<file path="config.mk">
export PLATFORM = sky130hd
export DESIGN_NAME = dmem_access_ctrl
export DESIGN_NICKNAME = d
export VERILOG_FILES = /design/src/rtl/dmem_access_ctrl.sv
export SDC_FILE = /design/constraint.sdc
export NUM_CORES = 1
export LEC_CHECK = 0
export CAP_MARGIN = 30
export CORE_UTILIZATION = 53
export CTS_BUF_LIST = sky130_fd_sc_hd__clkbuf_4
export CTS_CLUSTER_SIZE = 40
export DETAILED_ROUTE_END_ITERATION = 10
export PLACE_DENSITY = 0.93
export SYNTH_ARGS = -nofsm -noshare
export SYNTH_HDL_FRONTEND = slang
export SYNTH_SLANG_ARGS = --single-unit
</file>
<file path="constraint.sdc">
create_clock -name clk -period 5 [get_ports clk]
set_input_delay 0.5 -clock clk [delete_from_list [all_inputs] [get_ports clk]]
set_output_delay 0.5 -clock clk [all_outputs]
set_load 0.005 [all_outputs]
</file>
<file path="src/rtl/dmem_access_ctrl.sv">
// rtl/dmem_access_ctrl.sv - MEM-stage data memory access controller (byte/half/word, RMW sub-word stores)
module dmem_access_ctrl #(
    parameter int ADDR_W = 5
) (
    input  logic              clk,
    input  logic              rst_n,
    input  logic              req_valid,
    output logic              req_ready,
    input  logic              req_write,
    input  logic [1:0]        req_size,
    input  logic              req_unsigned,
    input  logic [31:0]       req_addr,
    input  logic [31:0]       req_wdata,
    output logic              rsp_valid,
    output logic [31:0]       rsp_rdata,
    output logic              rsp_err,
    output logic              busy,
    output logic              mem_wen,
    output logic              mem_readEn,
    output logic [ADDR_W-1:0] mem_address,
    output logic [31:0]       mem_dataIn,
    input  logic [31:0]       mem_dataOut
);

    typedef enum logic [1:0] {
        S_IDLE,
        S_READ,
        S_WRITE,
        S_RESP
    } state_t;

    state_t      state;
    logic        lat_write;
    logic [1:0]  lat_size;
    logic        lat_unsigned;
    logic [1:0]  lat_off;
    logic [31:0] lat_wdata;

    // Upper address bits are intentionally dropped: addresses wrap modulo depth.
    logic unused_addr_bits;
    assign unused_addr_bits = ^req_addr[31:ADDR_W+2];

    assign req_ready = (state == S_IDLE);
    assign busy      = (state != S_IDLE);

    function automatic logic is_bad_req(input logic [1:0] size, input logic [1:0] off);
        is_bad_req = (size == 2'd3) || (size == 2'd1 && off[0]) || (size == 2'd2 && off != 2'd0);
    endfunction

    function automatic logic [31:0] extract_load(input logic [31:0] word, input logic [1:0] size,
                                                 input logic [1:0] off, input logic uns);
        logic [31:0] shifted;
        shifted = word >> {off, 3'b000};
        case (size)
            2'd0:    extract_load = uns ? {24'd0, shifted[7:0]} : {{24{shifted[7]}}, shifted[7:0]};
            2'd1:    extract_load = uns ? {16'd0, shifted[15:0]} : {{16{shifted[15]}}, shifted[15:0]};
            default: extract_load = word;
        endcase
    endfunction

    // Replace only the addressed lane(s) of the old word; the rest is written back unchanged.
    function automatic logic [31:0] merge_store(input logic [31:0] old, input logic [31:0] wdata,
                                                input logic [1:0] size, input logic [1:0] off);
        logic [31:0] mask;
        logic [31:0] lane;
        case (size)
            2'd0: begin
                mask = 32'h0000_00FF;
                lane = {24'd0, wdata[7:0]};
            end
            2'd1: begin
                mask = 32'h0000_FFFF;
                lane = {16'd0, wdata[15:0]};
            end
            default: begin
                mask = 32'hFFFF_FFFF;
                lane = wdata;
            end
        endcase
        mask = mask << {off, 3'b000};
        lane = lane << {off, 3'b000};
        merge_store = (old & ~mask) | lane;
    endfunction

    always_ff @(posedge clk or negedge rst_n) begin
        if (!rst_n) begin
            state        <= S_IDLE;
            lat_write    <= 1'b0;
            lat_size     <= 2'd0;
            lat_unsigned <= 1'b0;
            lat_off      <= 2'd0;
            lat_wdata    <= 32'd0;
            rsp_valid    <= 1'b0;
            rsp_rdata    <= 32'd0;
            rsp_err      <= 1'b0;
            mem_wen      <= 1'b0;
            mem_readEn   <= 1'b0;
            mem_address  <= '0;
            mem_dataIn   <= 32'd0;
        end else begin
            rsp_valid  <= 1'b0;
            rsp_err    <= 1'b0;
            rsp_rdata  <= 32'd0;
            mem_wen    <= 1'b0;
            mem_readEn <= 1'b0;
            case (state)
                S_IDLE: begin
                    if (req_valid) begin
                        lat_write    <= req_write;
                        lat_size     <= req_size;
                        lat_unsigned <= req_unsigned;
                        lat_off      <= req_addr[1:0];
                        lat_wdata    <= req_wdata;
                        if (is_bad_req(req_size, req_addr[1:0])) begin
                            state     <= S_RESP;
                            rsp_valid <= 1'b1;
                            rsp_err   <= 1'b1;
                        end else if (!req_write || req_size != 2'd2) begin
                            state       <= S_READ;
                            mem_readEn  <= 1'b1;
                            mem_address <= req_addr[ADDR_W+1:2];
                        end else begin
                            state       <= S_WRITE;
                            mem_wen     <= 1'b1;
                            mem_address <= req_addr[ADDR_W+1:2];
                            mem_dataIn  <= req_wdata;
                        end
                    end
                end
                S_READ: begin
                    if (lat_write) begin
                        state      <= S_WRITE;
                        mem_wen    <= 1'b1;
                        mem_dataIn <= merge_store(mem_dataOut, lat_wdata, lat_size, lat_off);
                    end else begin
                        state     <= S_RESP;
                        rsp_valid <= 1'b1;
                        rsp_rdata <= extract_load(mem_dataOut, lat_size, lat_off, lat_unsigned);
                    end
                end
                S_WRITE: begin
                    state     <= S_RESP;
                    rsp_valid <= 1'b1;
                end
                S_RESP: begin
                    state <= S_IDLE;
                end
                default: state <= S_IDLE;
            endcase
        end
    end

endmodule

</file>
==> flow_summary.toml, run 1 <==
[outcome]
outcome = "complete, no violations"

[cts]
hold_buffers = 0
cts_resized = 0
cts_root_buf = "clkbuf_4"
cts_tree = "done"
clkTransAtPathRegs_ps = 110
postCtsSetupBuffers = 0
htree_num_levels = 4
clock_latency_ps = 540
cts-buffers-inserted = 17
clockBufferDepth = 2
cts.sinks = 113

[logic_synthesis]
synth_nets = 677
yosysTopAreaCell = "dfrtp_1"
synth_edf_count = 0
synthMuxAreaShare_pct = 14.3
synth_cells = 569
avgSynthCellArea_sq_um = 10.2
yosys.area_share.simple_pct = 11.4
synth_area_sq_mm = 0.00582
synth-xor-area-share_pct = 0
synth_ff_type = "dfrtp_1"
synth_cell_types = 47
yosysMostFrequentCell = "dfrtp_1"
async_reset_ff_share_pct = 100
synth_compound_area_share_pct = 20.1
synth_top_family_by_area = "compound AO/OA/AOI/OAI gates"
synth_top_area_share_pct = 48.6
synth_seq_area_share_pct = 48.6
synth_common_cells = "dfrtp_1, o21ai_0, mux2_2, nor2_1, nand2_1"
synth_warnings = 0
synth_top_cells_by_area = "dfrtp_1, mux2_2, o21ai_0"
synth_fa_ha_area_share_pct = 1.08
ys_ff_latch = 113

[power]
p_leak_nw = 3.22
pwr-share-clk_pct = 16.6
p_int_mw = 2.94
combPwrFrac_pct = 50.0
swShare_pct = 39.6
power_frac_seq_pct = 33.3
switching_power_mw = 1.93
pwr_density_cell_mw_per_mm2 = 633
peakVddDrop_uv = 389

[layout]
area_growth_pct = 32.1
finish.net_count = 809
diodes = 0
drive_above_1_share_pct = 14.0
nFillCells = 716

[sta]
max_freq_mhz = 313
fin_setup_tns_ps = 0
period_needed_ps = 3190
rsz0062_at_grt = "false"
relSlewSlack_pct = 26.7
fin_skew_ps = 17.1
slew_viol_final = 0
timing.final.crit_share_pct = 63.8
finalHoldViolations = 0
setup_viol = 0
worst_pin_slew_ps = 1070
timing.hold.ws_ps = 30.2

[floorplanning]
coreArea_sq_mm = 0.0105
start_util_pct = 55.6
die_w_um = 107
die_h_um = 107
rows = 37
ios = 178
die-area_sq_mm = 0.0114

[global_route]
grt_use_total_pct = 33.1
grt-ovfl-total = 0
grt_max_degree = 65
grt.met2_usage_pct = 52.4
antenna_found_initial = 0
use_met1_pct = 44.7
grt_most_used_layer = "met2"
grt_pass1_vias = 5198
grt_first_pass_wirelength_um = 28200
use_met3_pct = 5.78

[run]
max-cap-violations = 0

[worst_setup_path]
r2r_end = "mem_dataIn[22]"
reg2reg_depth = 7
crit_family = "buffers and inverters"
cpMaxStageDelayCell = "ha_1"
arrival_ps = 3590
critical_path.cell_chain = "inv_1 > ha_1 > inv_1 > nor2_1 > or2_1 > buf_4 > o31ai_1"
endpoint_kind = "flop"
crit_buf_inv = 3
critical-path-max-stage-delay_ps = 790
critPathMostFrequentCell = "inv_1"
cp-start-kind = "flop"
required_ps = 5400
timing.rr.start = "state[1]"
worstPathMaxFanout = 25
critical_path_class = "flop to flop"
worstSetupPathDepth = 7
r2r_slack_ps = 1810

[hold_path]
hold_class = "input port to async pin"

[drt]
ant_nets = 0
drtIter0Drc = 551
via_per_inst = 6.25
vias = 5309
drt_wl_total_um = 18300
drt-wirelength-per-cell_um = 21.5
drcViolationCount = 0
first_pass_iters = 6

[place]
dp_hpwl_um = 13100
place.gp.congestion = 0.924
port_buffers = 152
cell usage in the layout (no fill, tap or decap), drive strengths merged, types with 7 or more instances in the layout:
cell type and count:
o31ai 18, o21ai 73, a2111oi 8, a21oi 27, clkbuf 19, nor2 48
a22o 7, mux2i 20, dfrtp 113, a221oi 9, nand2 46, nand3b 13
clkdlybuf4s50 151, inv 8, buf 10, mux2 54, nor3 7, a221o 7
and3 10
power by group through the flow:
stage | Combinational (mW) | Sequential, mW | Clock [mW]
4_1_cts | 2.40 | 1.61 | 0.816
2_1_floorplan | 1.51 | 1.52 | 0
3_5_place_dp | 2.38 | 1.63 | 0
5_1_grt | 2.62 | 1.66 | 0.854
6_report | 2.44 | 1.62 | 0.808
3_3_place_gp | 2.27 | 1.62 | 0
worst max path at each step:
| stage | slack (ps) | from | to |
|---|---|---|---|
| floorplan | 3000 | state[0] | mem_dataIn[2] |
| global placement | 1800 | req_valid | mem_dataIn[19] |
| detailed placement | 1700 | req_valid | mem_dataIn[22] |
| CTS | 1860 | state[1] | mem_dataIn[18] |
| global route | 1500 | state[1] | mem_dataIn[18] |
| finish | 1810 | state[1] | mem_dataIn[22] |
metrics by stage:
step / utilization [%] / worst slack, ps / total power [mW] / area (sq um) / std cells
finish: 73.5 / 1810 / 4.87 / 7680 / 850
global route: 73.5 / 1500 / 5.13 / 7680 / 850
CTS: 73.5 / 1860 / 4.83 / 7680 / 850
detailed placement: 70.3 / 1700 / 4.01 / 7350 / 818
global placement: 70.0 / 1800 / 3.88 / 7330 / 816
floorplan: - / 3000 / 3.03 / 5820 / 569
routing by layer:
| metal | share of wire [%] | wire length (um) |
|---|---|---|
| met5 | 0 | 0 |
| met1 | 41 | 7470 |
| met3 | 9.0 | 1640 |
| met4 | 3.4 | 614 |
| met2 | 47 | 8540 |
cells by family after synthesis:
kind of cell / after synthesis
compound gates: 179
simple gates: 142
flops: 113
mux: 74
buf+inv: 56
fa+ha+maj: 5
flip-flops by register name, summed over array words and instances (netlist names):
name,cells
lat_off,2
lat_unsigned,1
mem_readEn,1
mem_address,5
rsp_rdata,32
rsp_valid,1
mem_dataIn,32
rsp_err,1
lat_write,1
state,2
lat_wdata,32
mem_wen,1
lat_size,2
final cells by class:
type	instances	area (sq um)	share of cell area (%)
repair buffers	161	1590	20.7
clock inverters	13	191	2.49
multi-input cells	400	2730	35.5
well taps	136	170	2.21
clock buffers	19	143	1.86
flip-flops and latches	113	2830	36.8
inverters	8	30.0	0.391
(Power assumes the default switching activity.)
==> run 2, diff against run 1 <==
--- a/config.mk
+++ b/config.mk
@@ -6,11 +6,11 @@
 export NUM_CORES = 1
 export LEC_CHECK = 0
 export CAP_MARGIN = 30
-export CORE_UTILIZATION = 53
+export CORE_UTILIZATION = 49
 export CTS_BUF_LIST = sky130_fd_sc_hd__clkbuf_4
 export CTS_CLUSTER_SIZE = 40
 export DETAILED_ROUTE_END_ITERATION = 10
-export PLACE_DENSITY = 0.93
+export PLACE_DENSITY = 0.87
 export SYNTH_ARGS = -nofsm -noshare
 export SYNTH_HDL_FRONTEND = slang
 export SYNTH_SLANG_ARGS = --single-unit
==> constraint.sdc (replaced) <==
create_clock -name clk -period 3.3 [get_ports clk]
set_input_delay 0.33 -clock clk [delete_from_list [all_inputs] [get_ports clk]]
set_output_delay 0.33 -clock clk [all_outputs]
set_load 0.005 [all_outputs]
==> run 2 against run 1 <==
The run now ends with DRC left. Combinational power rose by 51%. Power rose by 46%. Sequential share of layout area fell by 0.072 points. First-iteration DRC count fell by 11%. Die area rose by 8.0%. Hold slack improved by 76 ps. Maximum frequency rose by 19%. Utilization fell by 6.6 points. Sequential power rose by 52%. Register-to-register slack got worse by 1200 ps. Cell area rose by 0.20%.
==> flow_summary.toml, run 2 (synthesis results as in run 1) <==
[outcome]
outcome = "finished with violations"
violations = "DRC"

[cts]
clock_latency_ps = 550
clockBufferDepth = 2
cts.sinks = 113
cts_root_buf = "clkbuf_4"
clkTransAtPathRegs_ps = 100
cts_resized = 0
cts_tree = "done"
htree_num_levels = 4
cts-buffers-inserted = 17

[sta]
relSlewSlack_pct = 36.5
worst_slack_ps = 625
period_needed_ps = 2670
slew_viol_final = 0
finalHoldViolations = 0
fin_skew_ps = 13.3
timing.final.crit_share_pct = 81.0
setup_viol = 0
worst_pin_slew_ps = 927
rsz0062_at_grt = "false"
fin_setup_tns_ps = 0
max_freq_mhz = 374

[power]
p_leak_nw = 3.24
combPwrFrac_pct = 51.6
pwr-share-clk_pct = 13.8
power_mw = 7.12
swShare_pct = 39.9
power_frac_seq_pct = 34.6
switching_power_mw = 2.84
pwr_density_cell_mw_per_mm2 = 925
p_int_mw = 4.28
peakVddDrop_uv = 562

[floorplanning]
start_util_pct = 50.5
die_w_um = 111
rows = 39
coreArea_sq_mm = 0.0115
die_h_um = 111
ios = 178
die-area_sq_mm = 0.0123

[place]
port_buffers = 152
place.gp.congestion = 0.891
post-place-ws_ps = 672
dp_cells = 832
dp_hpwl_um = 12900

[global_route]
grt_pass1_vias = 5275
grt_first_pass_wirelength_um = 28200
grt_use_total_pct = 30.0
antenna_found_initial = 0
grt_max_degree = 76
grt-ovfl-total = 0

[layout]
final_cell_mix = "clkdlybuf4s50_1, dfrtp_1, o21ai_0, mux2_2, nor2_1"
finalNonFillerCells = 866
reg.largest.list = "lat_wdata x32, mem_dataIn x32, rsp_rdata x32"
area_growth_pct = 32.3
fin_util_pct = 66.9
nFillCells = 907
diodes = 0
drive_above_1_share_pct = 14.5
finish.net_count = 818
final_common_cell = "clkdlybuf4s50_1"

[worst_setup_path]
r2r_slack_ps = 630
endpoint_kind = "flop"
cp-start-kind = "flop"
worstPathMaxFanout = 50
r2r_end = "rsp_rdata[31]"
timing.rr.start = "state[1]"
arrival_ps = 3110
reg2reg_depth = 6
required_ps = 3730
cp-startpoint = "state[1]"
critical_path_class = "flop to flop"
critPathCapture = "rsp_rdata[31]"

[drt]
drt-wirelength-per-cell_um = 20.6
vias = 5260
drtIter0Drc = 488
first_pass_iters = 10
via_per_inst = 6.07
drcViolationCount = 22
ant_nets = 0
drt_wl_total_um = 17800

[run]
max-cap-violations = 0

[hold_path]
hold_class = "input port to async pin"
-- run 2: cell count changes in the layout (fill, tap and decap cells not counted) --
cell	before	now
clkinvlp_4	2	0
buf_8	1	0
dlygate4sd3_1	0	1
clkbuf_4	19	22
buf_16	0	1
clkinv_2	3	2
clkinv_1	3	6
buf_4	9	17
bufinv_16	5	2
-- run 2: worst min path at each step --
stage / start / end
global route: rst_n / mem_dataIn[26]
finish: rst_n / mem_dataIn[26]
global placement: mem_address[1] / mem_address[1]
CTS: req_addr[3] / mem_address[1]
detailed placement: lat_wdata[24] / lat_wdata[24]
floorplan: rst_n / lat_off[0]
-- run 2: layout make-up --
| class | count | area, sq um | area share, % |
|---|---|---|---|
| inverter | 8 | 30.0 | 0.390 |
| sequential | 113 | 2830 | 36.7 |
| timing repair buffer | 170 | 1680 | 21.8 |
| multi-input combinational | 400 | 2730 | 35.4 |
| clock buffer | 22 | 165 | 2.14 |
| clock inverter | 10 | 92.6 | 1.20 |
| tap | 143 | 179 | 2.32 |
-- run 2: repair_timing --
| item | CTS | global route |
|---|---|---|
| setup endpoints to repair | 0 | 0 |
| setup buffers | 0 | 0 |
| hold buffers | 1 | 0 |
| endpoints found under the hold margin | 73 | 0 |
-- run 2: power groups by stage --
stage	combinational (mW)	sequential, mW	clock (mW)
after floorplan	2.29	2.30	0
after global placement	3.51	2.45	0
after detailed placement	3.61	2.48	0
after CTS	3.63	2.45	0.995
after global routing	3.97	2.53	1.06
final	3.68	2.47	0.980
-- run 2: routing by layer --
layer / global-route usage [%] / routed length [um] / vias to the layer above
met5: 0 / 0 / -
met4: 14.8 / 634 / 0
met3: 8.15 / 1540 / 47
met2: 47.2 / 8330 / 293
met1: 38.2 / 7330 / 2553
li1: - / - / 2367
-- run 2: metrics by stage --
step | hold slack [ps] | cell area [sq um]
2_1_floorplan | 34.4 | 5820
5_1_grt | 95.7 | 7700
4_1_cts | 360 | 7670
6_report | 106 | 7700
3_3_place_gp | 491 | 7400
3_5_place_dp | 494 | 7400
-- run 2: worst max-delay path, stage by stage (launching register included) --
cell and delay, ps:
dfrtp_1 420, inv_1 110, ha_1 250, buf_4 480, nand2b_1 390, or3_1 610
o21ai_0 290
